## config.mk

```make
export PLATFORM = sky130hd
export DESIGN_NAME = serial_adder
export DESIGN_NICKNAME = d
export VERILOG_FILES = /design/src/rtl/serial_adder.sv
export SDC_FILE = /design/constraint.sdc
export NUM_CORES = 1
export LEC_CHECK = 0
export BUFFER_PORTS_ARGS = -buffer_cell sky130_fd_sc_hd__buf_2
export CAP_MARGIN = 20
export CORE_MARGIN = 10
export CORE_UTILIZATION = 49
export CTS_BUF_LIST = sky130_fd_sc_hd__clkbuf_8 sky130_fd_sc_hd__clkbuf_16
export DETAILED_ROUTE_END_ITERATION = 8
export PLACE_DENSITY = 0.74
export SYNTH_ARGS = -nofsm -noshare
export SYNTH_HDL_FRONTEND = slang
export SYNTH_SLANG_ARGS = --single-unit
```

## constraint.sdc

```tcl
create_clock -name clk -period 1.5 [get_ports clk]
set_input_delay 0.45 -clock clk [delete_from_list [all_inputs] [get_ports clk]]
set_output_delay 0.45 -clock clk [all_outputs]
set_load 0.05 [all_outputs]
```

## src/rtl/serial_adder.sv

```systemverilog
// Bit-serial ripple adder: adds two WIDTH-bit operands plus carry-in one bit
// per clock, LSB first, through a single full adder and a three-state FSM.
module serial_adder #(
    parameter int WIDTH = 8
) (
    input  logic             clk,
    input  logic             rst_n,
    input  logic             start,
    input  logic [WIDTH-1:0] a,
    input  logic [WIDTH-1:0] b,
    input  logic             cin,
    output logic             busy,
    output logic             done,
    output logic [WIDTH-1:0] sum,
    output logic             cout,
    output logic [1:0]       dbg_state
);

    localparam int CW = (WIDTH > 1) ? $clog2(WIDTH) : 1;
    localparam logic [CW-1:0] LAST = CW'(WIDTH - 1);

    typedef enum logic [1:0] {
        IDLE  = 2'd0,
        SHIFT = 2'd1,
        DONE  = 2'd2
    } state_t;

    state_t           state;
    logic [WIDTH-1:0] a_q;
    logic [WIDTH-1:0] b_q;
    logic [WIDTH-1:0] res_q;
    logic             carry_q;
    logic [CW-1:0]    cnt;
    logic             fa_s;
    logic             fa_c;

    assign fa_s      = a_q[0] ^ b_q[0] ^ carry_q;
    assign fa_c      = (a_q[0] & b_q[0]) | (a_q[0] & carry_q) | (b_q[0] & carry_q);
    assign dbg_state = state;

    // Handshake: start is accepted only on an edge where the FSM is IDLE; busy
    // stays high from the accepting edge until DONE retires, and done pulses for
    // one cycle with sum/cout already valid. sum/cout then hold until the next done.
    always_ff @(posedge clk or negedge rst_n) begin
        if (!rst_n) begin
            state   <= IDLE;
            a_q     <= '0;
            b_q     <= '0;
            res_q   <= '0;
            carry_q <= 1'b0;
            cnt     <= '0;
            busy    <= 1'b0;
            done    <= 1'b0;
            sum     <= '0;
            cout    <= 1'b0;
        end else begin
            case (state)
                IDLE: begin
                    if (start) begin
                        a_q     <= a;
                        b_q     <= b;
                        carry_q <= cin;
                        cnt     <= '0;
                        busy    <= 1'b1;
                        state   <= SHIFT;
                    end
                end
                SHIFT: begin
                    res_q   <= {fa_s, res_q[WIDTH-1:1]};
                    carry_q <= fa_c;
                    a_q     <= a_q >> 1;
                    b_q     <= b_q >> 1;
                    if (cnt == LAST) begin
                        // Final bit: publish the result directly so it is valid with done.
                        sum   <= {fa_s, res_q[WIDTH-1:1]};
                        cout  <= fa_c;
                        done  <= 1'b1;
                        state <= DONE;
                    end else begin
                        cnt <= cnt + CW'(1);
                    end
                end
                DONE: begin
                    done  <= 1'b0;
                    busy  <= 1'b0;
                    state <= IDLE;
                end
                default: begin
                    done  <= 1'b0;
                    busy  <= 1'b0;
                    state <= IDLE;
                end
            endcase
        end
    end

endmodule

```

* After elaboration in Yosys (flattened, before gate mapping)
Index checks and enable logic that the tools add are counted.
** Word-level totals
- Word-level logic and storage cells :: 49
- Register bits after elaboration :: 41
- Input bits :: 20
- Output and inout bits :: 13
** Operators by class
- Eq/ne operators :: 5
- Add/sub/neg operators :: 1
- Multiplexer cells :: 16
- Reduce and logical (&&, ||, !) cells :: 8
- Bitwise operators :: 9
** Operator list (count)
- case mux 8 bit (2 select lines) :: 2
- 2-to-1 mux 8 bit :: 2
- AND reduction 2 bit :: 5
- 2-to-1 mux 3 bit :: 2
- inequality test 2 bit (second input constant) :: 3
- case mux 1 bit (2 select lines) :: 3
- case mux 3 bit (2 select lines) :: 1
- 2-to-1 mux 2 bit :: 2
- case mux 2 bit (2 select lines) :: 1
- adder 3 x 1 -> 3 bit (second input constant) :: 1
- AND 1 bit :: 3
- equality test 3 bit (second input constant) :: 1
- 2-to-1 mux 1 bit :: 3
- AND reduction 3 bit :: 1
- equality test 2 x 1 -> 1 bit (second input constant) :: 1
- zero test 2 bit :: 1
- inverter 1 bit :: 2
- bitwise OR 1 bit :: 2
- nonzero test 2 bit :: 1
- bitwise XOR 1 bit :: 2

* Logic depth before layout (Yosys ltp)
Gate-level depths: netlist of run 1.
- Depth in word-level cells :: 4
- Mapped depth :: 5
- Gate-level depth less buffers :: 4

* Least setup slack after synthesis of run 1
No wires, ideal clock.
- Path kind :: flip-flop to flip-flop
- From :: register state[0] (netlist: dbg_state[0])
- To :: register carry_q
- Clock period less this slack :: 1.636 ns
- Cell stages (with the launch flop) :: 5
- Arrival time :: 1.513 ns
- Path slack :: -0.136 ns
- Buffers on the path :: 2
- Library setup time :: 0.123 ns
- Data required time :: 1.377 ns
- Cell sequence :: dfrtp_1 > buf_6 > buf_6 > or4b_1 > o221a_2
** Between the ends
- Word-level cells in the longest chain between the ends :: 3
- Elaborated cells on any way between the ends :: 6
- Classes of those cells :: 2 x eq/ne; 1 x mux; 3 x reduce/logical
** RTL lines
- start, declared :: RTL line 28 : state_t state;
- start signal, assigned :: RTL line 46 : state <= IDLE;
- start signal, assigned :: RTL line 65 : state <= SHIFT;
- start signal, assigned :: RTL line 78 : state <= DONE;
- equality test 2 x 1 -> 1 bit or zero test 2 bit (tied branches) :: RTL line 57 : case (state)
- nonzero test 2 bit (no line) or inequality test 2 bit (tied branches)
- AND reduction 2 bit (no line)
- end signal, assigned :: RTL line 62 : carry_q <= cin;
- end, declared :: RTL line 32 : logic carry_q;
Several ways; a longest one is shown, not always the timed one.
A chain may end at the register's enable or synchronous reset.

* Worst setup path after layout of run 1
- From :: register cnt[0]
- To :: register sum[4]
** Between the ends
- Word-level cells in the longest chain between the ends :: 2
** RTL lines
- start, declared :: RTL line 33 : logic [CW-1:0] cnt;
- start signal, assigned :: RTL line 80 : cnt <= cnt + CW'(1);
- equality test 3 bit :: RTL line 73 : if (cnt == LAST) begin
- AND reduction 2 bit (no line)
- end signal, assigned :: RTL line 75 : sum <= {fa_s, res_q[WIDTH-1:1]};
- end, declared :: RTL line 14 : output logic [WIDTH-1:0] sum,
No other way between the ends.

==> flow_metrics.env, run 1 <==
export IMPL_instances_no_fill=238
export IMPL_wire_per_inst_um=16.6
export IMPL_cts_made_buffers=5
export IMPL_max_slew_headroom_at_the_worst_pin=0.734
export IMPL_pwr_share_seq=0.352
export IMPL_worstMarginPinSlew_ps=398
export IMPL_path_buf_inv=1
export IMPL_synth_area_per_cell_um2=12.8
export IMPL_clockPowerShare=0.131
export IMPL_syn_instance_count=145
export IMPL_gp_routability_congestion=0.734
export IMPL_area_growth_syn_to_layout_pct=24.4
export IMPL_skew_ps=3.59
export IMPL_p_int_mw=3.29
export IMPL_design_area_mm2=0.00230
export IMPL_critical_path_class="reg2reg"
export IMPL_die_area_mm2=0.00663
export IMPL_route_vias_total=1313
export IMPL_layout_setup_ws_ps=33.9
export IMPL_number_of_input_and_output_port_buffers_inserted=32
export IMPL_max_clock_freq_mhz=682
export IMPL_synth_fp_nets=168
export IMPL_die_h_um=81.4
export IMPL_nets=212
export IMPL_std_cell_rows=22
export IMPL_finalMaxSlewViolations=0
export IMPL_antenna_cells_inserted=0
export IMPL_mostFrequentLayoutCell="sky130_fd_sc_hd__dfrtp_1"
export IMPL_holdWs_ps=114
export IMPL_setup_violations=0
export IMPL_htreeDepth=2
export IMPL_vias_in_the_first_global_route=1414
export IMPL_grt_pass1_wl_um=6490
export IMPL_cp_required_ps=1680
export IMPL_critical_path_slowest_cell="sky130_fd_sc_hd__dfrtp_1"
export IMPL_worst_ep_arrival_time_ps=1640
export IMPL_synth_seq_area_share=0.541
export IMPL_maxCapViolations=0
export IMPL_n_fill_cell=302
export IMPL_total_switching_power_mw=2.23
export IMPL_core_region_area_mm2=0.00366
export IMPL_drt_pass1_iterations=4
export IMPL_power_share_switching=0.404
export IMPL_drive_above_1_share=0.484
export IMPL_outcome="completed"
export IMPL_cp_top_family="flip-flops"
export IMPL_dp_hpwl_um=2860
export IMPL_synth_main_ff_cell="sky130_fd_sc_hd__dfrtp_1"
export IMPL_fin_crit_sh=0.977
export IMPL_top_level_ports=33
export IMPL_synth_yosys_warnings=0
export IMPL_crit_fanout=10
export IMPL_final_min_clock_period_ps=1470
export IMPL_width_of_the_die_um=81.4
export IMPL_layout_cells_most_common_list="sky130_fd_sc_hd__dfrtp_1 (38), sky130_fd_sc_hd__buf_2 (30), sky130_fd_sc_hd__buf_4 (17)"
export IMPL_tritoncts="built"
export IMPL_antenna_violating_nets_left=0
export IMPL_wirelength_um=3950
export IMPL_initial_core_util=0.505
export IMPL_antenna_found_initial=0
export IMPL_maximum_number_of_pins_on_one_net_before_global_route_repair=41
export IMPL_pre_cts_ws_ps=-35.0
export IMPL_worstSkewPairLatency_ps=290
export IMPL_cts_root_buf="sky130_fd_sc_hd__clkbuf_8"
export IMPL_cts_hold_buffers_added=0
export IMPL_max_clock_path_buffers=2
export IMPL_drc=0
export IMPL_cp_slowest_stage_delay_ps=390
export IMPL_numPlacedInstances=222
export IMPL_report_final_hold_viol_count=0
export IMPL_global_route_usage_total=0.123
export IMPL_worstHoldPathType="in2async"
export IMPL_numClockSinks=40
export IMPL_worst_setup_path_start_kind="flop"
export IMPL_crit_chain="ha_2, ha_4, nand3b_1, buf_12, mux2_2"
export IMPL_synth_seq_cells=40
export IMPL_synth_async_reset_ratio=1.00
export IMPL_grt_overflow_total=0
export IMPL_detailed_place_area_mm2=0.00211
export IMPL_worst_setup_hold_path_clk_slew_ps=70
export IMPL_peakVddDrop_mv=0.926
export IMPL_via_density_per_instance=5.52
export IMPL_final_core_utilization=0.628
export IMPL_static_leakage_nw=1.06
export IMPL_synth_area_mm2=0.00185
export IMPL_yosysUniqueCellTypes=28
export IMPL_powerDensity_mw_per_mm2=2400
export IMPL_power_share_combinational=0.516
export IMPL_worst_setup_path_end_kind="flop"
export IMPL_synth_edff_count=0
export IMPL_drt_iter0_drc=79
## registers in the layout, indices dropped and copies added, names as in the netlist, 2 cells and up
name	flops
sum	8
b_q	8
a_q	8
dbg_state	2
res_q	7
cnt	3
## final cells by class
type                       count  area [µm²]  share of cell area
sequential                    40        1000               0.436
multi-input combinational     80         761               0.331
tap                           48        60.1              0.0261
inverter                      12        45.0              0.0196
timing repair buffer          50         338               0.147
clock inverter                 2        10.0             0.00435
clock buffer                   6        82.6              0.0359
## worst paths after layout
check	from	to	slack [ps]	cells after the start
min in group clk	b_q[7]	b_q[7]	500	1
worst min-delay path	rst_n	sum[0]	110	2
worst max register to register	cnt[0]	sum[4]	30	5
worst min register to register	b_q[7]	b_q[7]	500	1
worst max-delay path	cnt[0]	sum[4]	30	5
max in group asynchronous	rst_n	dbg_state[0]	1170	2
## timing repair
action	CTS	global route
setup buffers	6	2
endpoints found under the setup margin	12	12
pin swaps	0	1
resized for setup	3	4
## power groups by stage
stage	Sequential (mW)	Clock, mW	Combinational (mW)
floorplan	2.48	0	1.46
global placement	1.99	0	2.48
detailed placement	2.04	0	2.58
CTS	1.95	0.747	2.79
global route	2.02	0.790	3.12
finish	1.95	0.727	2.85
## routing by layer
layer  vias up  GRT usage  wire [µm]
li1        623          -          -
met4         0     0.0277         23
met3         3     0.0535        280
met2        29      0.209       1930
met1       658      0.139       1720
met5         -          0          0
## synthesized netlist by cell type (2+ instances only)
library cell / instances / area [µm²]
sky130_fd_sc_hd__mux2_2: 16 / 180
sky130_fd_sc_hd__nand2b_1: 2 / 12.5
sky130_fd_sc_hd__dfrtp_1: 40 / 1000
sky130_fd_sc_hd__a211oi_1: 7 / 52.6
sky130_fd_sc_hd__clkbuf_1: 4 / 15.0
sky130_fd_sc_hd__ha_1: 2 / 25.0
sky130_fd_sc_hd__nor4b_1: 7 / 61.3
sky130_fd_sc_hd__o221a_2: 8 / 90.1
sky130_fd_sc_hd__inv_1: 12 / 45.0
sky130_fd_sc_hd__nand3_1: 3 / 15.0
sky130_fd_sc_hd__a21oi_1: 3 / 15.0
sky130_fd_sc_hd__or4b_1: 8 / 80.1
sky130_fd_sc_hd__buf_2: 7 / 35.0
sky130_fd_sc_hd__nor3b_1: 8 / 60.1
sky130_fd_sc_hd__o221ai_1: 3 / 26.3
sky130_fd_sc_hd__buf_6: 2 / 22.5
sky130_fd_sc_hd__nand2_1: 2 / 7.51
## through the flow
step           setup TNS (ps)  power, mW
2_1_floorplan           -31.7       3.94
3_3_place_gp                0       4.47
3_5_place_dp            -35.0       4.62
4_1_cts                     0       5.49
5_1_grt                 -25.6       5.93
6_report                    0       5.53
## kinds of logic after synthesis
group,share of synthesized area
AO/OA/AOI/OAI,0.120
adder cells (fa/ha/maj),0.0244
buffers and inverters,0.0636
flip-flops,0.541
multiplexers,0.0974
AND/OR/NAND/NOR,0.154
Note: power is estimated with default switching activity, not from simulation.
==> run 2: changes to the inputs <==
Settings changed: CORE_UTILIZATION 49 to 57, CTS_BUF_LIST sky130_fd_sc_hd__clkbuf_8 sky130_fd_sc_hd__clkbuf_16 to sky130_fd_sc_hd__clkbuf_8, PLACE_DENSITY 0.74 to 0.81.
Clock period 1.5 ns to 1.35 ns, I/O delays scaled along.
==> run 2 against run 1 <==
  * The flow now finishes with violations (setup timing)
  * Setup slack worse by 130 ps
  * First-iteration DRC count is 19% higher
  * Count of clock-buffer cells in the layout stayed put
  * Global-route usage is 2.7 points higher
  * Fmax is 1.1% higher
  * Sequential power is 15% higher
  * Register-to-register slack worse by 130 ps
  * Non-clock buffer count is 11 higher
  * Routed wire length is 21% higher
  * Clock power is 9.4% higher
  * Largest power group unchanged
==> flow_metrics.env, run 2 (synthesis results as in run 1) <==
export IMPL_worst_setup_path_end_kind="flop"
export IMPL_peakVddDrop_mv=1.50
export IMPL_setup_violations=14
export IMPL_instances_no_fill=245
export IMPL_critical_path_class="reg2reg"
export IMPL_die_h_um=77.0
export IMPL_area_growth_syn_to_layout_pct=41.3
export IMPL_gp_routability_congestion=0.747
export IMPL_cp_slowest_stage_delay_ps=380
export IMPL_timing_reg2reg_setup_slack_ps=-100
export IMPL_r2r_start="cnt[0]"
export IMPL_crit_chain="ha_2, ha_4, nand3b_1, buf_12, mux2_4"
export IMPL_drive_above_1_share=0.602
export IMPL_numPlacedInstances=226
export IMPL_initial_core_util=0.601
export IMPL_tritoncts="built"
export IMPL_fin_crit_sh=1.07
export IMPL_wirelength_um=4790
export IMPL_design_area_mm2=0.00261
export IMPL_max_slew_headroom_at_the_worst_pin=0.733
export IMPL_cp_required_ps=1530
export IMPL_max_clock_freq_mhz=689
export IMPL_cts_root_buf="sky130_fd_sc_hd__clkbuf_8"
export IMPL_worst_r2r_path_depth=5
export IMPL_finalMaxSlewViolations=0
export IMPL_nets=223
export IMPL_outcome="finished with violations"
export IMPL_pwr_share_seq=0.318
export IMPL_timing_rr_end="sum[2]"
export IMPL_final_min_clock_period_ps=1450
export IMPL_vias_in_the_first_global_route=1496
export IMPL_htreeDepth=2
export IMPL_drt_iter0_drc=94
export IMPL_grt_setup_unrepaired="true"
export IMPL_max_clock_path_buffers=2
export IMPL_critical_path_slowest_cell="sky130_fd_sc_hd__dfrtp_1"
export IMPL_setup_worst_path_end="sum[2]"
export IMPL_reg_largest_list="a_q: 8 flops, b_q: 8 flops, sum: 8 flops"
export IMPL_top_level_ports=33
export IMPL_worstHoldPathType="in2async"
export IMPL_maxCapViolations=0
export IMPL_grt_pass1_wl_um=7130
export IMPL_core_region_area_mm2=0.00308
export IMPL_antenna_found_initial=0
export IMPL_worst_ep_arrival_time_ps=1630
export IMPL_global_route_usage_total=0.149
export IMPL_dp_hpwl_um=2970
export IMPL_width_of_the_die_um=77.0
export IMPL_final_core_utilization=0.849
export IMPL_mostFrequentLayoutCell="sky130_fd_sc_hd__dfrtp_1"
export IMPL_cts_hold_buffers_added=0
export IMPL_powerDensity_mw_per_mm2=2710
export IMPL_finalPower_mw=7.07
export IMPL_drt_pass1_iterations=4
export IMPL_antenna_violating_nets_left=0
export IMPL_wire_per_inst_um=19.5
export IMPL_report_final_hold_viol_count=0
export IMPL_failing_checks="setup timing"
export IMPL_power_share_combinational=0.570
export IMPL_die_area_mm2=0.00592
export IMPL_drc=0
export IMPL_layout_setup_ws_ps=-100
export IMPL_number_of_input_and_output_port_buffers_inserted=32
export IMPL_total_switching_power_mw=2.89
export IMPL_via_density_per_instance=5.77
export IMPL_power_share_switching=0.408
export IMPL_crit_fanout=10
export IMPL_maximum_number_of_pins_on_one_net_before_global_route_repair=41
export IMPL_antenna_cells_inserted=0
export IMPL_std_cell_rows=20
export IMPL_pre_cts_ws_ps=-123
export IMPL_grt_overflow_total=0
export IMPL_skew_ps=4.81
export IMPL_layout_cells_most_common_list="sky130_fd_sc_hd__dfrtp_1 (38), sky130_fd_sc_hd__buf_2 (22), sky130_fd_sc_hd__buf_4 (20)"
export IMPL_worstMarginPinSlew_ps=395
export IMPL_worst_setup_path_start_kind="flop"
export IMPL_worst_setup_hold_path_clk_slew_ps=70
export IMPL_timing_critical_path_from="cnt[0]"
export IMPL_cts_made_buffers=5
export IMPL_static_leakage_nw=1.22
export IMPL_route_vias_total=1413
export IMPL_detailed_place_area_mm2=0.00222
export IMPL_p_int_mw=4.18
export IMPL_clockPowerShare=0.112
export IMPL_worstSkewPairLatency_ps=290
export IMPL_numClockSinks=40
==> run 2: changes by cell type in the layout (fill, tap and decap cells not counted), moves of 4 or more <==
| cell | previous run | this run |
|---|---|---|
| sky130_fd_sc_hd__a211oi_2 | 0 | 7 |
| sky130_fd_sc_hd__a211oi_1 | 7 | 0 |
| sky130_fd_sc_hd__clkbuf_4 | 0 | 9 |
| sky130_fd_sc_hd__buf_2 | 30 | 22 |
| sky130_fd_sc_hd__nor4b_2 | 0 | 4 |
| sky130_fd_sc_hd__mux2_2 | 16 | 7 |
| sky130_fd_sc_hd__buf_6 | 0 | 8 |
| sky130_fd_sc_hd__mux2_4 | 0 | 9 |
| sky130_fd_sc_hd__nor4b_1 | 7 | 0 |
==> run 2: layer usage <==
layer  part of all wire  track usage  up-vias
met5                  0            0        -
met4              0.019       0.0651        0
met3              0.036       0.0478       11
met2               0.52        0.238       32
met1               0.42        0.180      724
li1                   -            -      646
==> run 2: stage by stage <==
stage / TNS (ps) / hold WS (ps)
global route: -1630 / 69.2
global placement: -433 / 386
CTS: -824 / 73.4
floorplan: -1370 / 109
detailed placement: -1250 / 389
finish: -889 / 65.0
==> run 2: worst max-delay path, delay by kind of cell, from the launching register on <==
| family | cells | cell delay (ps) |
|---|---|---|
| buffers and inverters | 1 | 160 |
| adders and majority gates | 2 | 360 |
| muxes | 1 | 310 |
| DFF | 1 | 380 |
| and+or+nand+nor | 1 | 120 |
==> run 2: worst min path at each step <==
stage               slack, ps   from  cells after the start     end
finish                     60  rst_n                      2  a_q[0]
global route               70  rst_n                      2  b_q[4]
CTS                        70  rst_n                      2  b_q[4]
detailed placement        390  rst_n                      2  b_q[4]
global placement          390  rst_n                      2  b_q[4]
floorplan                 110  rst_n                      0  a_q[0]
==> run 2: power by group through the flow <==
stage,Sequential (mW),Combinational [mW],Clock [mW]
after detailed placement,2.28,3.10,0
final,2.25,4.03,0.795
after global routing,2.32,4.30,0.856
after global placement,2.23,2.96,0
after CTS,2.20,3.43,0.793
after floorplan,2.77,1.83,0
==> run 2: what timing repair did <==
action,4_1_cts,5_1_grt
buffers inserted,8,2
gates resized for setup,7,39
endpoints found under the setup margin,16,40
pin swaps,3,5
gates cloned,0,1
==> run 2: area by class of cell <==
type	instances	area, µm²
Tap cell	44	55.1
Inverter	12	45.0
Fill cell	153	465
Clock inverter	2	7.51
Sequential cell	40	1000
Multi-Input combinational cell	80	961
Clock buffer	6	82.6
Timing Repair Buffer	61	458
